`src/rtl/md_pkg.sv`:
```
// ============================================================================
// Module      : md_pkg
// Description : Shared types for the MD force-pipeline / ring-node fabric.
// Revision    : 1.0 - initial release
// ============================================================================
`default_nettype none

package md_pkg;

    localparam int RING_INJ_MAX_REQ = 8;

    typedef struct packed {
        logic [7:0]  dest_id;
        logic [23:0] payload;
    } packet_t;

    typedef enum logic [1:0] {
        IDLE  = 2'd0,
        RUN   = 2'd1,
        DRAIN = 2'd2,
        DONE  = 2'd3
    } ring_inj_state_t;

endpackage

`default_nettype wire

```
`src/rtl/rr_arbiter.sv`:
```
// ============================================================================
// Module      : rr_arbiter
// Description : Combinational round-robin picker; searches from i_ptr+1.
// Revision    : 1.0 - initial release
// ============================================================================
`default_nettype none

module rr_arbiter #(
    parameter int NUM_REQ = 4,
    parameter int PTR_W   = $clog2(NUM_REQ)
) (
    input  logic [NUM_REQ-1:0] i_req,
    input  logic [PTR_W-1:0]   i_ptr,
    output logic [NUM_REQ-1:0] o_grant,
    output logic [PTR_W-1:0]   o_grant_idx,
    output logic               o_any_grant
);

    logic [PTR_W-1:0] w_sel;

    // Walk from lowest to highest priority so the last hit wins.
    always_comb begin
        o_grant     = '0;
        o_grant_idx = '0;
        o_any_grant = 1'b0;
        w_sel       = '0;
        for (int k = NUM_REQ; k >= 1; k--) begin
            w_sel = PTR_W'((int'(i_ptr) + k) % NUM_REQ);
            if (i_req[w_sel]) begin
                o_grant        = '0;
                o_grant[w_sel] = 1'b1;
                o_grant_idx    = w_sel;
                o_any_grant    = 1'b1;
            end
        end
    end

endmodule

`default_nettype wire

```
`src/rtl/ring_inject_arbiter.sv`:
```
// ============================================================================
// Module      : ring_inject_arbiter
// Description : Round-robin share of one ring-node PE injection port among
//               NUM_REQ force pipelines, with a phase sequencing FSM.
//               Optional statistics ports under `RING_INJ_STATS_EN.
// Revision    : 1.0 - initial release
// ============================================================================
`default_nettype none

module ring_inject_arbiter
    import md_pkg::*;
#(
    parameter int NUM_REQ = 4,
    parameter int CNT_W   = 16
) (
    input  logic                      clk,
    input  logic                      rst,
    input  logic                      i_phase_start,
    input  packet_t [NUM_REQ-1:0]     i_req_pkt,
    input  logic [NUM_REQ-1:0]        i_req_valid,
    output logic [NUM_REQ-1:0]        o_req_ready,
    input  logic [NUM_REQ-1:0]        i_req_done,
    output packet_t                   o_ring_pkt,
    output logic                      o_ring_valid,
    input  logic                      i_ring_ready,
    output logic                      o_busy,
    output logic                      o_phase_done,
    output logic [CNT_W-1:0]          o_pkt_count
`ifdef RING_INJ_STATS_EN
    ,
    output logic [NUM_REQ-1:0][CNT_W-1:0] o_grant_count,
    output logic [CNT_W-1:0]              o_stall_cycles
`endif
);

    localparam int c_PTR_W = $clog2(NUM_REQ);

    ring_inj_state_t        r_state;
    ring_inj_state_t        w_state_next;
    logic [NUM_REQ-1:0]     r_buf_valid;
    packet_t [NUM_REQ-1:0]  r_buf;
    logic [NUM_REQ-1:0]     r_done_flag;
    logic [NUM_REQ-1:0]     w_done_flag_next;
    logic [NUM_REQ-1:0]     w_grant;
    logic [c_PTR_W-1:0]     w_grant_idx;
    logic [c_PTR_W-1:0]     r_rr_ptr;
    logic                   w_any_grant;
    packet_t                r_ring_pkt;
    logic                   r_ring_valid;
    logic [CNT_W-1:0]       r_pkt_count;
    logic                   w_start;
    logic                   w_run;
    logic                   w_out_free;
    logic                   w_ring_xfer;

    assign w_start          = (r_state == IDLE) & i_phase_start;
    assign w_run            = (r_state == RUN);
    assign w_done_flag_next = r_done_flag | (w_run ? i_req_done : '0);
    assign w_out_free       = ~r_ring_valid | i_ring_ready;
    assign w_ring_xfer      = r_ring_valid & i_ring_ready;

    assign o_req_ready  = {NUM_REQ{w_run}} & ~r_buf_valid & ~r_done_flag;
    assign o_ring_pkt   = r_ring_pkt;
    assign o_ring_valid = r_ring_valid;
    assign o_pkt_count  = r_pkt_count;

    rr_arbiter #(
        .NUM_REQ (NUM_REQ),
        .PTR_W   (c_PTR_W)
    ) u_rr_arbiter (
        .i_req       (r_buf_valid),
        .i_ptr       (r_rr_ptr),
        .o_grant     (w_grant),
        .o_grant_idx (w_grant_idx),
        .o_any_grant (w_any_grant)
    );

    always_ff @(posedge clk) begin
        if (rst) begin
            r_state <= IDLE;
        end else begin
            r_state <= w_state_next;
        end
    end

    always_comb begin
        w_state_next = r_state;
        case (r_state)
            IDLE:    if (i_phase_start) w_state_next = RUN;
            RUN:     if (&w_done_flag_next) w_state_next = DRAIN;
            DRAIN:   if (~|r_buf_valid & ~r_ring_valid) w_state_next = DONE;
            DONE:    w_state_next = IDLE;
            default: w_state_next = IDLE;
        endcase
    end

    always_comb begin
        o_busy       = (r_state == RUN) | (r_state == DRAIN);
        o_phase_done = (r_state == DONE);
    end

    always_ff @(posedge clk) begin
        if (rst) begin
            r_done_flag <= '0;
        end else if (w_start) begin
            r_done_flag <= '0;
        end else begin
            r_done_flag <= w_done_flag_next;
        end
    end

    // Skid buffers: a fill and a grant never hit the same entry in one cycle.
    always_ff @(posedge clk) begin
        if (rst) begin
            r_buf_valid <= '0;
        end else begin
            for (int i = 0; i < NUM_REQ; i++) begin
                if (i_req_valid[i] & o_req_ready[i]) begin
                    r_buf_valid[i] <= 1'b1;
                end else if (w_out_free & w_grant[i]) begin
                    r_buf_valid[i] <= 1'b0;
                end
            end
        end
    end

    always_ff @(posedge clk) begin
        for (int i = 0; i < NUM_REQ; i++) begin
            if (i_req_valid[i] & o_req_ready[i]) begin
                r_buf[i] <= i_req_pkt[i];
            end
        end
    end

    // Pointer parks on the last index so requester 0 is searched first.
    always_ff @(posedge clk) begin
        if (rst) begin
            r_ring_valid <= 1'b0;
            r_ring_pkt   <= '0;
            r_rr_ptr     <= c_PTR_W'(NUM_REQ - 1);
        end else begin
            if (w_start) begin
                r_rr_ptr <= c_PTR_W'(NUM_REQ - 1);
            end
            if (w_out_free) begin
                if (w_any_grant) begin
                    r_ring_valid <= 1'b1;
                    r_ring_pkt   <= r_buf[w_grant_idx];
                    r_rr_ptr     <= w_grant_idx;
                end else begin
                    r_ring_valid <= 1'b0;
                    r_ring_pkt   <= '0;
                end
            end
        end
    end

    always_ff @(posedge clk) begin
        if (rst) begin
            r_pkt_count <= '0;
        end else if (w_start) begin
            r_pkt_count <= '0;
        end else if (w_ring_xfer && (r_pkt_count != '1)) begin
            r_pkt_count <= r_pkt_count + 1'b1;
        end
    end

`ifdef RING_INJ_STATS_EN
    logic [c_PTR_W-1:0]            r_out_src;
    logic [NUM_REQ-1:0][CNT_W-1:0] r_grant_count;
    logic [CNT_W-1:0]              r_stall_cycles;

    always_ff @(posedge clk) begin
        if (rst) begin
            r_out_src <= '0;
        end else if (w_out_free & w_any_grant) begin
            r_out_src <= w_grant_idx;
        end
    end

    for (genvar g = 0; g < NUM_REQ; g++) begin : g_grant_cnt
        always_ff @(posedge clk) begin
            if (rst) begin
                r_grant_count[g] <= '0;
            end else if (w_start) begin
                r_grant_count[g] <= '0;
            end else if (w_ring_xfer && (r_out_src == c_PTR_W'(g))
                         && (r_grant_count[g] != '1)) begin
                r_grant_count[g] <= r_grant_count[g] + 1'b1;
            end
        end
    end

    always_ff @(posedge clk) begin
        if (rst) begin
            r_stall_cycles <= '0;
        end else if (w_start) begin
            r_stall_cycles <= '0;
        end else if (r_ring_valid && !i_ring_ready && o_busy
                     && (r_stall_cycles != '1)) begin
            r_stall_cycles <= r_stall_cycles + 1'b1;
        end
    end

    assign o_grant_count  = r_grant_count;
    assign o_stall_cycles = r_stall_cycles;
`endif

endmodule

`default_nettype wire

```
`config.mk`:
```
export PLATFORM = sky130hd
export DESIGN_NAME = ring_inject_arbiter
export DESIGN_NICKNAME = d
export VERILOG_FILES = /design/src/rtl/md_pkg.sv /design/src/rtl/rr_arbiter.sv /design/src/rtl/ring_inject_arbiter.sv
export SDC_FILE = /design/constraint.sdc
export NUM_CORES = 1
export LEC_CHECK = 0
export ABC_AREA = 1
export BUFFER_PORTS_ARGS = -buffer_cell sky130_fd_sc_hd__buf_2
export CAP_MARGIN = 40
export CORE_ASPECT_RATIO = 1.5
export CORE_UTILIZATION = 42
export DETAILED_ROUTE_END_ITERATION = 8
export HOLD_SLACK_MARGIN = 0.05
export PLACE_DENSITY = 0.65
export RECOVER_POWER = 25
export SETUP_SLACK_MARGIN = 0.1
export SLEW_MARGIN = 20
export SYNTH_ARGS = -nofsm -noshare
export SYNTH_HDL_FRONTEND = slang
export SYNTH_SLANG_ARGS = --single-unit
```
`constraint.sdc`:
```
create_clock -name clk -period 2.9 [get_ports clk]
set_input_delay 0.29 -clock clk [delete_from_list [all_inputs] [get_ports clk]]
set_output_delay 0.29 -clock clk [all_outputs]
set_load 0.01 [all_outputs]
```
# Yosys cells after proc, flatten, opt, wreduce, memory -nomap -nowiden
# Cells that the tools add are included.
# op_classes
bitwise_logic	19
order_cmp	9
reduce_logical	15
muxes	48
addsub	5
n_eq_ne	7
# op_table
op	n
$bmux 32 s2	1
$mux 32	2
$mux 1	21
$mux 2	10
$mux 4	5
$add 16x1->16 const B	1
$ne 16x16->1 const B	1
$lt 2x3->1 const B	5
$and 1x1->1	11
$and 4x4->4	2
$bmux 1 s2	4
$demux 1 s2	4
$ge 2x1->1 const B	4
$not 4->4	2
$pmux 2 s4	1
$reduce_bool 2->1	4
$logic_and 1x1->1	5
$add 2x1->2 const B	2
$add 2x2->2 const B	2
$eq 2x2->1 const B	2
$ne 2x2->1 const B	2
$or 4x4->4	1
$reduce_and 4->1	1
$reduce_or 4->1	1
other kinds (8)	9
# word_totals
wordCells	122
ff_bits	189
input_bits	140

# Logic depth before layout (Yosys ltp)
# Gate-level depths: netlist of run 1.
# logic_depth
ltp_word	12
mapped_depth	16
mapped_depth_nobuf	14

# By module
# Synthesis of run 1 repeated with hierarchy kept, for this count alone.
# hier_totals
cells_unflattened	783
hier_area_um2	7922.6
# by_module_without_submodules
module	area_each_um2	n_inst	seq_area_each_um2	cells_per_inst
ring_inject_arbiter	7424.6	1	5064.9	690
rr_arbiter	498.0	1	0.0	93

# Least setup slack after synthesis of run 1
# Ideal clock, no wire load.
# synth_path
kind	register to register
startpoint	register r_state[1]
endpoint	register r_buf[0] (netlist name), enable pin
path_stages_with_launch	7
path_buffers	0
arrival_time_ns	1.809
path_slack_ns	0.704
t_required_ns	2.513
path_cell_list	dfxtp_1 inv_1 ha_1 inv_1 nor3_1 nand2_1 inv_1
# synth_between
elab_chain_len	4
# synth_rtl
item	line_no	source
start: declaration	ring_inject_arbiter.sv:38	ring_inj_state_t r_state;
start signal: assignment	ring_inject_arbiter.sv:82	r_state <= w_state_next;
$eq 2x1->1	ring_inject_arbiter.sv:57	assign w_run = (r_state == RUN);
$and 4x4->4 (2 in series)	ring_inject_arbiter.sv:62	assign o_req_ready = {NUM_REQ{w_run}} & ~r_buf_valid & ~r_done_flag;
named net o_req_ready[0]	ring_inject_arbiter.sv:21	output logic [NUM_REQ-1:0] o_req_ready,
$and 1x1->1	ring_inject_arbiter.sv:129	if (i_req_valid[i] & o_req_ready[i]) begin
end signal: indexed assignment	ring_inject_arbiter.sv:130	r_buf[i] <= i_req_pkt[i];
end: declaration	ring_inject_arbiter.sv:41	packet_t [NUM_REQ-1:0] r_buf;
# The timed path passes the listed nets, and every way through them passes these cells.
# A chain may end at the register's enable or synchronous reset.

# Final worst setup path of run 1
# layout_path
startpoint	register r_rr_ptr[0]
endpoint	register r_ring_pkt, in the netlist o_ring_pkt[17]
# layout_between
elab_chain_len	10
elab_cells_between_ends	23
cone_classes	add/sub (4); mux (19)
# layout_rtl
item	line_no	source
start: declaration	ring_inject_arbiter.sv:46	logic [c_PTR_W-1:0] r_rr_ptr;
start signal: assignment	ring_inject_arbiter.sv:140	r_rr_ptr <= c_PTR_W'(NUM_REQ - 1);
start signal: assignment	ring_inject_arbiter.sv:143	r_rr_ptr <= c_PTR_W'(NUM_REQ - 1);
start signal: assignment	ring_inject_arbiter.sv:149	r_rr_ptr <= w_grant_idx;
$add 2x1->2	rr_arbiter.sv:28	w_sel = PTR_W'((int'(i_ptr) + k) % NUM_REQ);
$bmux 1 s2	rr_arbiter.sv:29	if (i_req[w_sel]) begin
$mux 1 (implied by the code)	rr_arbiter.sv:29	
$mux 2 (4 in series)	rr_arbiter.sv:29	
$bmux 32 s2	ring_inject_arbiter.sv:148	r_ring_pkt <= r_buf[w_grant_idx];
$mux 32 (implied by the code)	ring_inject_arbiter.sv:148	
$mux 32 *	ring_inject_arbiter.sv:146	if (w_any_grant) begin
end signal: assignment	ring_inject_arbiter.sv:148	
end: declaration	ring_inject_arbiter.sv:48	packet_t r_ring_pkt;
# Every way passes the cells marked *; elsewhere a longest branch is shown, timed or not. The select of a mux whose other input is x is not followed.

==> results of run 1 <==
[cell families (layout without fill, tap and decap cells)]
logic type	after synthesis	after routing	synth area share (%)
DFF	189	189	62.4
AOI/OAI and AO/OA	71	71	4.76
and+or+nand+nor	416	416	22.2
adders and majority gates	12	12	1.85
other	0	1	0
buffers and inverters	167	502	8.40
xor gates and xnor gates	4	4	0.432
[timing repair]
item	in CTS	in global routing
hold buffers	126	1
hold endpoints to repair	126	1
resized for setup	0	4
setup endpoints to repair	0	15
[area by class of cell]
| class | count | area, µm² | area share [%] |
|---|---|---|---|
| Sequential cell | 189 | 5060 | 45.1 |
| Timing Repair Buffer | 337 | 2390 | 21.2 |
| Multi-Input combinational cell | 503 | 2390 | 21.2 |
| Inverter | 133 | 503 | 4.47 |
| Clock buffer | 17 | 425 | 3.78 |
| Tap cell | 252 | 315 | 2.80 |
| Clock inverter | 15 | 156 | 1.39 |
| Antenna cell | 1 | 2.50 | 0.0223 |
[power groups by stage]
stage / clock [µW] / combinational, µW / sequential (µW)
finish: 2300 / 4550 / 3740
global route: 2450 / 5060 / 3780
CTS: 2340 / 4530 / 3730
detailed placement: 0 / 4360 / 3790
global placement: 0 / 4320 / 3780
floorplan: 0 / 3020 / 3820
[worst max-delay path, cell delays in order, from the launching register on]
cell,delay [ns]
dfxtp_1,0.47
inv_2,0.16
ha_1,0.36
inv_1,0.10
nand3_1,0.11
nand2_2,0.16
nand2_1,0.08
nand3_1,0.07
nand2_1,0.06
nand2_2,0.08
buf_4,0.39
nand3_1,0.18
nand2_1,0.11
nand2_1,0.05
a21oi_1,0.15
[Yosys cell counts (all sizes together), types with 10 or more instances]
cell / number / area [µm²]
nor3: 10 / 50.1
buf: 14 / 106
o21ai: 20 / 104
inv: 131 / 492
nand2: 228 / 876
ha: 12 / 150
edfxtp: 128 / 3840
nor2: 24 / 90.1
clkbuf: 20 / 75.1
nand3: 143 / 716
dfxtp: 61 / 1220
a21oi: 39 / 195
[per-stage QoR]
| stage | area [µm²] | hold slack (ns) | instances | util (%) |
|---|---|---|---|---|
| after floorplan | 8120 | 0.389 | 859 | - |
| after global placement | 9390 | 0.450 | 1287 | 50.2 |
| after detailed placement | 9390 | 0.452 | 1287 | 50.2 |
| after CTS | 11200 | 0.0517 | 1445 | 60.1 |
| after global routing | 11200 | 0.0985 | 1446 | 60.1 |
| final | 11200 | 0.132 | 1447 | 60.1 |
[layer usage]
| layer | vias to the layer above | part of all wire (%) |
|---|---|---|
| met5 | - | 0 |
| met1 | 3310 | 37 |
| met3 | 68 | 5.5 |
| li1 | 3466 | - |
| met2 | 299 | 54 |
| met4 | 0 | 3.9 |
[worst paths after layout]
path	depth (start not counted)	start	end
setup / recovery	14	r_rr_ptr[0]	o_ring_pkt[17]
hold / removal	3	i_req_done[1]	r_done_flag[1]
setup reg to reg	14	r_rr_ptr[0]	o_ring_pkt[17]
hold reg to reg	2	o_ring_pkt[29]	o_ring_pkt[29]
[registers in the layout, indices dropped and copies added (netlist names)]
signal        cells
r_buf           128
o_ring_pkt       32
o_pkt_count      16
r_buf_valid       4
r_done_flag       4
r_rr_ptr          2
r_state           2
o_ring_valid      1
==> flow_summary.ini, run 1 <==
[placed_design]
place.gp.congestion = 0.888
pre_cts_ws_ns = 0.273
hpwl_mm = 14.8
port_buffers = 194

[grt]
grt_pass1_vias = 7087
grt_first_pass_wirelength_mm = 35.8
grt_start_max_net_pins = 41
globalRouteMet2Util_pct = 44.9
antenna_found_initial = 0
use_met1_pct = 25.6
gr-usage-met3_pct = 5.08
grt_usage_pct = 24.3
gr-max-usage-layer = met2
grt.overflow.total = 0

[sta]
worstMarginPinSlew_ns = 0.732
setup_viol = 0
rsz0062_at_grt = no
max_freq_mhz = 383
fin_skew_ns = 0.0161
fin_crit_ns = 2.61
fin_tns_setup_ns = 0
max-slew-margin-rel_pct = 51.2
drv_slew = 0
layout_worst_path_cycle_share_pct = 90.1
fin_ws_ns = 0.286
hold_violations = 0

[detailed_routing]
wire_per_inst_um = 16.3
via_per_inst = 4.94
via_count = 7143
drt_iter0_drc = 371
first_pass_iters = 7
wl_mm = 23.6
antenna_left = 0
drc = 0

[critical_path]
worstPathMaxFanout = 33
startpoint_type = flop
required_ns = 3.26
crit_type = reg2reg
ff2ff_setup_slack_ns = 0.29
cp.arrival_ns = 2.98
critPathCaptureType = flop

[pwr]
switching_share_pct = 40.6
p_total_uw = 10600
clockPowerShare_pct = 21.8
intPower_uw = 6290
p_per_area_nw_per_um2 = 942
comb_power_share_pct = 43.0
pwr-share-seq_pct = 35.3
vdd_ir_drop_max_mv = 0.577
p_leak_uw = 0.00502
p_switching_uw = 4290

[cts]
clk-insertion-delay-late_ns = 0.44
clock_path_buffers = 2
cts.sinks = 189
cts_buffers = 17
cts_root_buf = clkbuf_16
cts_tree = done
post_cts_buffers = 0
clk_pin_slew_worst_paths_ns = 0.07
h-tree-depth = 4

[cells_and_area]
syn_to_final_growth_pct = 38.4
drive_above_1_share_pct = 20.5
final_common_cell = nand2_1
nNetsFinal = 1333
fillers = 1561
final_cell_mix = 220 x nand2_1, 182 x buf_2, 143 x nand3_1

[logic_synthesis]
synth.avg_cell_area_um2 = 9.45
yosys_warnings = 0
ys_types = 33
synth_seq_area_share_pct = 62.4
synth.net_count = 1011
synth_cells = 859
async_reset_ff_share_pct = 0
synthFlopType = edfxtp_1
synth_edf_count = 128
ys_ff_latch = 189
syn_area_um2 = 8120

[die]
die_area_um2 = 19900
rows = 61
initial_core_util_pct = 43.4
io_pins = 195
core-area_um2 = 18700
fp.dieW_um = 116
die_h_um = 172

[flow_run]
max_cap_viol_count = 0

[worst_hold_path]
hold_class = in2reg

[status]
status = finished clean
(Power assumes the default switching activity.)
==> run 2: changes to the inputs <==
Settings changed: PLACE_DENSITY 0.65 to not set, PLACE_DENSITY_LB_ADDON set to 0.05.
==> run 2 against run 1 <==
  * Combinational power down 2%
  * Largest cell class unchanged
  * Setup slack improved by 0.10 ns
  * Flip-flop and latch count did not move
  * Critical path depth up 1
  * Clock power is essentially flat
==> flow_summary.ini, run 2 (synthesis gave the netlist of run 1 again) <==
[sta]
fin_ws_ns = 0.388
fin_skew_ns = 0.00907
hold_violations = 0
fin_crit_ns = 2.51
fin_tns_setup_ns = 0
worstMarginPinSlew_ns = 0.789
rsz0062_at_grt = no
max_freq_mhz = 398
layout_worst_path_cycle_share_pct = 86.6
drv_slew = 0
setup_viol = 0
max-slew-margin-rel_pct = 47.3

[flow_run]
max_cap_viol_count = 0

[cells_and_area]
finalCoreUtilization_pct = 60.3
largest_reg_flops = 128
syn_to_final_growth_pct = 39.0
final_common_cell = nand2_1
final_cell_mix = 220 x nand2_1, 190 x buf_2, 143 x nand3_1
nNetsFinal = 1332
top_register = r_buf
fin_area_um2 = 11300
drive_above_1_share_pct = 21.4

[detailed_routing]
drc = 0
via_count = 6864
wl_mm = 22.2
first_pass_iters = 5
drt_iter0_drc = 367
wire_per_inst_um = 15.4
via_per_inst = 4.74
antenna_left = 0

[cts]
cts_root_buf = clkbuf_16
cts.sinks = 189
clock_path_buffers = 2
clk-insertion-delay-late_ns = 0.44
cts_tree = done
h-tree-depth = 4
clk_pin_slew_worst_paths_ns = 0.07
cts_buffers = 17

[pwr]
p_leak_uw = 0.00505
p_total_uw = 10500
p_per_area_nw_per_um2 = 932
vdd_ir_drop_max_mv = 0.696

[placed_design]
placed_area_um2 = 9400
place.gp.congestion = 0.820
pre_cts_ws_ns = 0.341
port_buffers = 194
hpwl_mm = 13.9

[critical_path]
required_ns = 3.20
cp.arrival_ns = 2.81
critPathCaptureType = flop
crit_type = reg2reg
worstPathMaxFanout = 34
startpoint_type = flop

[grt]
antenna_found_initial = 2
grt_start_max_net_pins = 41
grt_pass1_vias = 6855
grt_first_pass_wirelength_mm = 33.7
grt_usage_pct = 22.9
grt.overflow.total = 0

[die]
die_area_um2 = 19900
fp.dieW_um = 116
core-area_um2 = 18700
rows = 61
io_pins = 195
die_h_um = 172
initial_core_util_pct = 43.4

[worst_hold_path]
hold_class = in2reg

[status]
status = finished clean
==> run 2: cell types whose count changed in the layout (fill, tap and decap cells not counted), sizes merged <==
cell         change
clkbuf           -7
buf              +6
clkinv           -4
inv              +4
bufinv           -1
diode            +1
dlygate4sd3      +1
==> run 2: through the flow <==
stage / hold WS (ns) / instances
2_1_floorplan: 0.389 / 859
3_3_place_gp: 0.452 / 1285
3_5_place_dp: 0.453 / 1285
4_1_cts: 0.0571 / 1444
5_1_grt: 0.136 / 1447
6_report: 0.137 / 1447
==> run 2: timing repair <==
action,4_1_cts,5_1_grt
hold buffers,127,1
gates resized for setup,0,4
endpoints found under the hold margin,127,1
buffers inserted,0,0
endpoints found under the setup margin,0,19
==> run 2: report_power, final <==
group	total, µW	switching, µW	internal [µW]	leakage (µW)
logic	4470	2920	1560	0.00310
clock network	2320	1120	1200	0.000288
registers	3730	243	3480	0.00166
==> run 2: metal layers <==
layer	share of wire (%)	GRT usage, %	up-vias
met5	0	0	-
met3	5.6	5.05	40
li1	-	-	3465
met1	39	25.2	3133
met4	2.6	10.1	0
met2	52	41.7	226
==> run 2: final timing paths <==
| check | startpoint | to | slack (ns) | depth (start not counted) |
|---|---|---|---|---|
| max | r_rr_ptr[1] | o_ring_pkt[24] | 0.39 | 15 |
| min | i_req_done[3] | r_done_flag[3] | 0.14 | 3 |
| max reg2reg | r_rr_ptr[1] | o_ring_pkt[24] | 0.39 | 15 |
| min reg2reg | o_ring_pkt[20] | o_ring_pkt[20] | 0.46 | 2 |
==> run 2: cell type report <==
| type | instances | area, µm² |
|---|---|---|
| multi-input cells | 503 | 2380 |
| diodes | 2 | 5.00 |
| clock inverters | 14 | 139 |
| clock buffers | 18 | 450 |
| repair buffers | 336 | 2430 |
| well taps | 252 | 315 |
| flip-flops and latches | 189 | 5070 |
| fillers | 1622 | 7420 |
| inverters | 133 | 500 |
==> run 2: critical path: stages (launching register included) <==
cell     delay [ns]
dfxtp_1        0.44
inv_1          0.14
ha_1           0.34
inv_1          0.10
nand3_1        0.12
nand2_2        0.16
nand2_1        0.11
nand2_1        0.09
nand2_2        0.07
nand2_2        0.12
buf_6          0.27
nand2_1        0.10
nand3_1        0.09
nand2_1        0.07
nand2_1        0.06
a21oi_1        0.08
==> run 3: changes to the inputs <==
Settings changed: BUFFER_PORTS_ARGS -buffer_cell sky130_fd_sc_hd__buf_2 to -buffer_cell sky130_fd_sc_hd__buf_4, SYNTH_HIERARCHICAL set to 1.
==> run 3 against run 2 <==
  * Synthesized area shrank 2.4%
  * Via count is 2.0% lower
  * Utilization grew 2.7 points
  * Register-to-register slack lost 0.07 ns
  * Hold slack gained 0.0032 ns
==> flow_summary.ini, run 3 <==
[status]
status = finished clean

[critical_path]
crit_type = reg2reg
worstPathMaxFanout = 32
slowest_stage = dfxtp_2
critPathCaptureType = flop
max_stage_delay_ns = 0.39
path_delay_family = compound AO/OA/AOI/OAI gates
required_ns = 3.19
cp_num_cells = 13
startpoint_type = flop
ff2ff_setup_slack_ns = 0.32
path_cells = inv_1 > ha_1 > inv_1 > nand3_1 > nand2_2 > nand2_1 > o21ai_4 > inv_2 > buf_12 > o21ai_0 > o22ai_1 > nand2_1 > a21oi_1
worst-path-buf-inv = 4
ff2ff_path_depth = 13
cp.arrival_ns = 2.87

[die]
die_area_um2 = 19400
io_pins = 195
rows = 61
fp.dieW_um = 114
die_h_um = 170
initial_core_util_pct = 42.9
core-area_um2 = 18500

[cells_and_area]
final_cell_mix = 180 x nand2_1, 128 x dlygate4sd3_1, 128 x edfxtp_1
diodes = 0
nNetsFinal = 1257
top_register = r_buf
final_common_cell = nand2_1
syn_to_final_growth_pct = 47.1
largest_reg_flops = 128
drive_above_1_share_pct = 24.8

[sta]
layout_worst_path_cycle_share_pct = 89.0
max_freq_mhz = 388
fin_skew_ns = 0.00982
fin_crit_ns = 2.58
worstMarginPinSlew_ns = 0.663
setup_viol = 0
fin_tns_setup_ns = 0
drv_slew = 0
hold_violations = 0
max-slew-margin-rel_pct = 55.6
rsz0062_at_grt = no

[detailed_routing]
wl_mm = 22.2
drt_iter0_drc = 318
antenna_left = 0
wire_per_inst_um = 16.2
via_per_inst = 4.90
drc = 0
first_pass_iters = 4
via_count = 6724

[grt]
grt_pass1_vias = 6779
grt.overflow.total = 0
grt_start_max_net_pins = 41
grt_usage_pct = 23.8
grt_first_pass_wirelength_mm = 34.5
antenna_found_initial = 0

[logic_synthesis]
synth.net_count = 934
async_reset_ff_share_pct = 0
synth_area_leaders = edfxtp_1 49%, dfxtp_1 15%, nand2_1 8.5%, nor2_1 4.9%, o21ai_0 3.6%
synthFlopType = edfxtp_1
yosys_warnings = 6
synth_top_cell_area_share_pct = 48.5
synth_common_cells = 180 x nand2_1, 128 x edfxtp_1, 104 x nor2_1
ys_ff_latch = 189
synth_edf_count = 128
yosys.area.top_type = edfxtp_1
yosysMostFrequentCell = nand2_1
ys_types = 29
synth_seq_area_share_pct = 63.9
synth_cells = 783
syn_area_um2 = 7920
synth.avg_cell_area_um2 = 10.1

[flow_run]
max_cap_viol_count = 0

[cts]
clk-insertion-delay-late_ns = 0.43
cts_root_buf = clkbuf_16
clock_path_buffers = 2
clk_pin_slew_worst_paths_ns = 0.07
cts_buffers = 17
cts.sinks = 189
h-tree-depth = 4
cts_tree = done
post_cts_buffers = 0

[pwr]
p_total_uw = 11400
p_leak_uw = 0.00462
vdd_ir_drop_max_mv = 0.622
p_per_area_nw_per_um2 = 978

[placed_design]
place.gp.congestion = 0.819
hpwl_mm = 13.7
port_buffers = 194

[worst_hold_path]
hold_class = in2reg
min_path_cells = 3
==> run 3: cell types whose count changed after synthesis, moves of 5 or more <==
cell / delta
a21oi_1: +11
a21oi_2: +10
buf_2: +5
inv_1: -86
nand2_1: -40
nand3_1: -124
nand3_2: +6
nor2_1: +80
nor3_1: -6
o21ai_0: +38
o21ai_1: +12
o22ai_1: +31
==> run 3: final timing paths <==
path	startpoint	endpoint
worst min register to register	o_ring_pkt[6]	o_ring_pkt[6]
worst max-delay path	r_rr_ptr[1]	o_ring_pkt[1]
worst min-delay path	i_req_done[3]	r_done_flag[3]
worst max register to register	r_rr_ptr[1]	o_ring_pkt[1]
==> run 3: routing by layer <==
layer,up-vias,global-route usage (%),wire [µm]
met5,-,0,0
met4,0,10.6,721
met3,53,5.13,1050
met2,211,43.8,11800
met1,3130,26.0,8660
li1,3330,-,-
==> run 3: stage by stage <==
step / util [%] / setup WS [ns] / instance area, µm² / instances / hold WS, ns
global route: 63.1 / 0.139 / 11700 / 1371 / 0.136
floorplan: - / 0.375 / 7920 / 783 / 0.389
detailed placement: 52.9 / 0.284 / 9770 / 1211 / 0.457
finish: 63.1 / 0.320 / 11700 / 1371 / 0.140
global placement: 52.9 / 0.397 / 9770 / 1211 / 0.452
CTS: 63.1 / 0.264 / 11700 / 1371 / 0.128
==> run 3: logic make-up after synthesis <==
logic type      after synthesis  share of synthesized area, %
buf+inv                      76                          4.07
compound gates              164                          11.5
xor+xnor                      7                         0.774
flops                       189                          63.9
fa+ha+maj                    11                          1.74
simple gates                336                          17.9
==> run 3: worst min-delay path, delay by kind of cell <==
family / cells / cell delay, ns
AO/OA/AOI/OAI: 1 / 0.06
buffers and inverters: 1 / 0.10
AND/OR/NAND/NOR: 1 / 0.07
==> run 3: report_power, final <==
group          switching [µW]  leakage (µW)  internal [µW]
Combinational            3400       0.00266           2080
Sequential                191       0.00167           3400
Clock                    1140      0.000296           1190
Total                    4730       0.00462           6660
==> run 3: repair_timing <==
action / CTS / global route
setup endpoints to repair: 0 / 27
hold buffers: 128 / 0
hold endpoints to repair: 128 / 0
gates resized for setup: 0 / 1
==> run 3: layout make-up <==
class	count	area [µm²]
clock buffers	18	439
multi-input cells	518	2560
flip-flops and latches	189	5070
well taps	252	315
clock inverters	14	168
inverters	43	161
fillers	1544	6820
repair buffers	337	2940
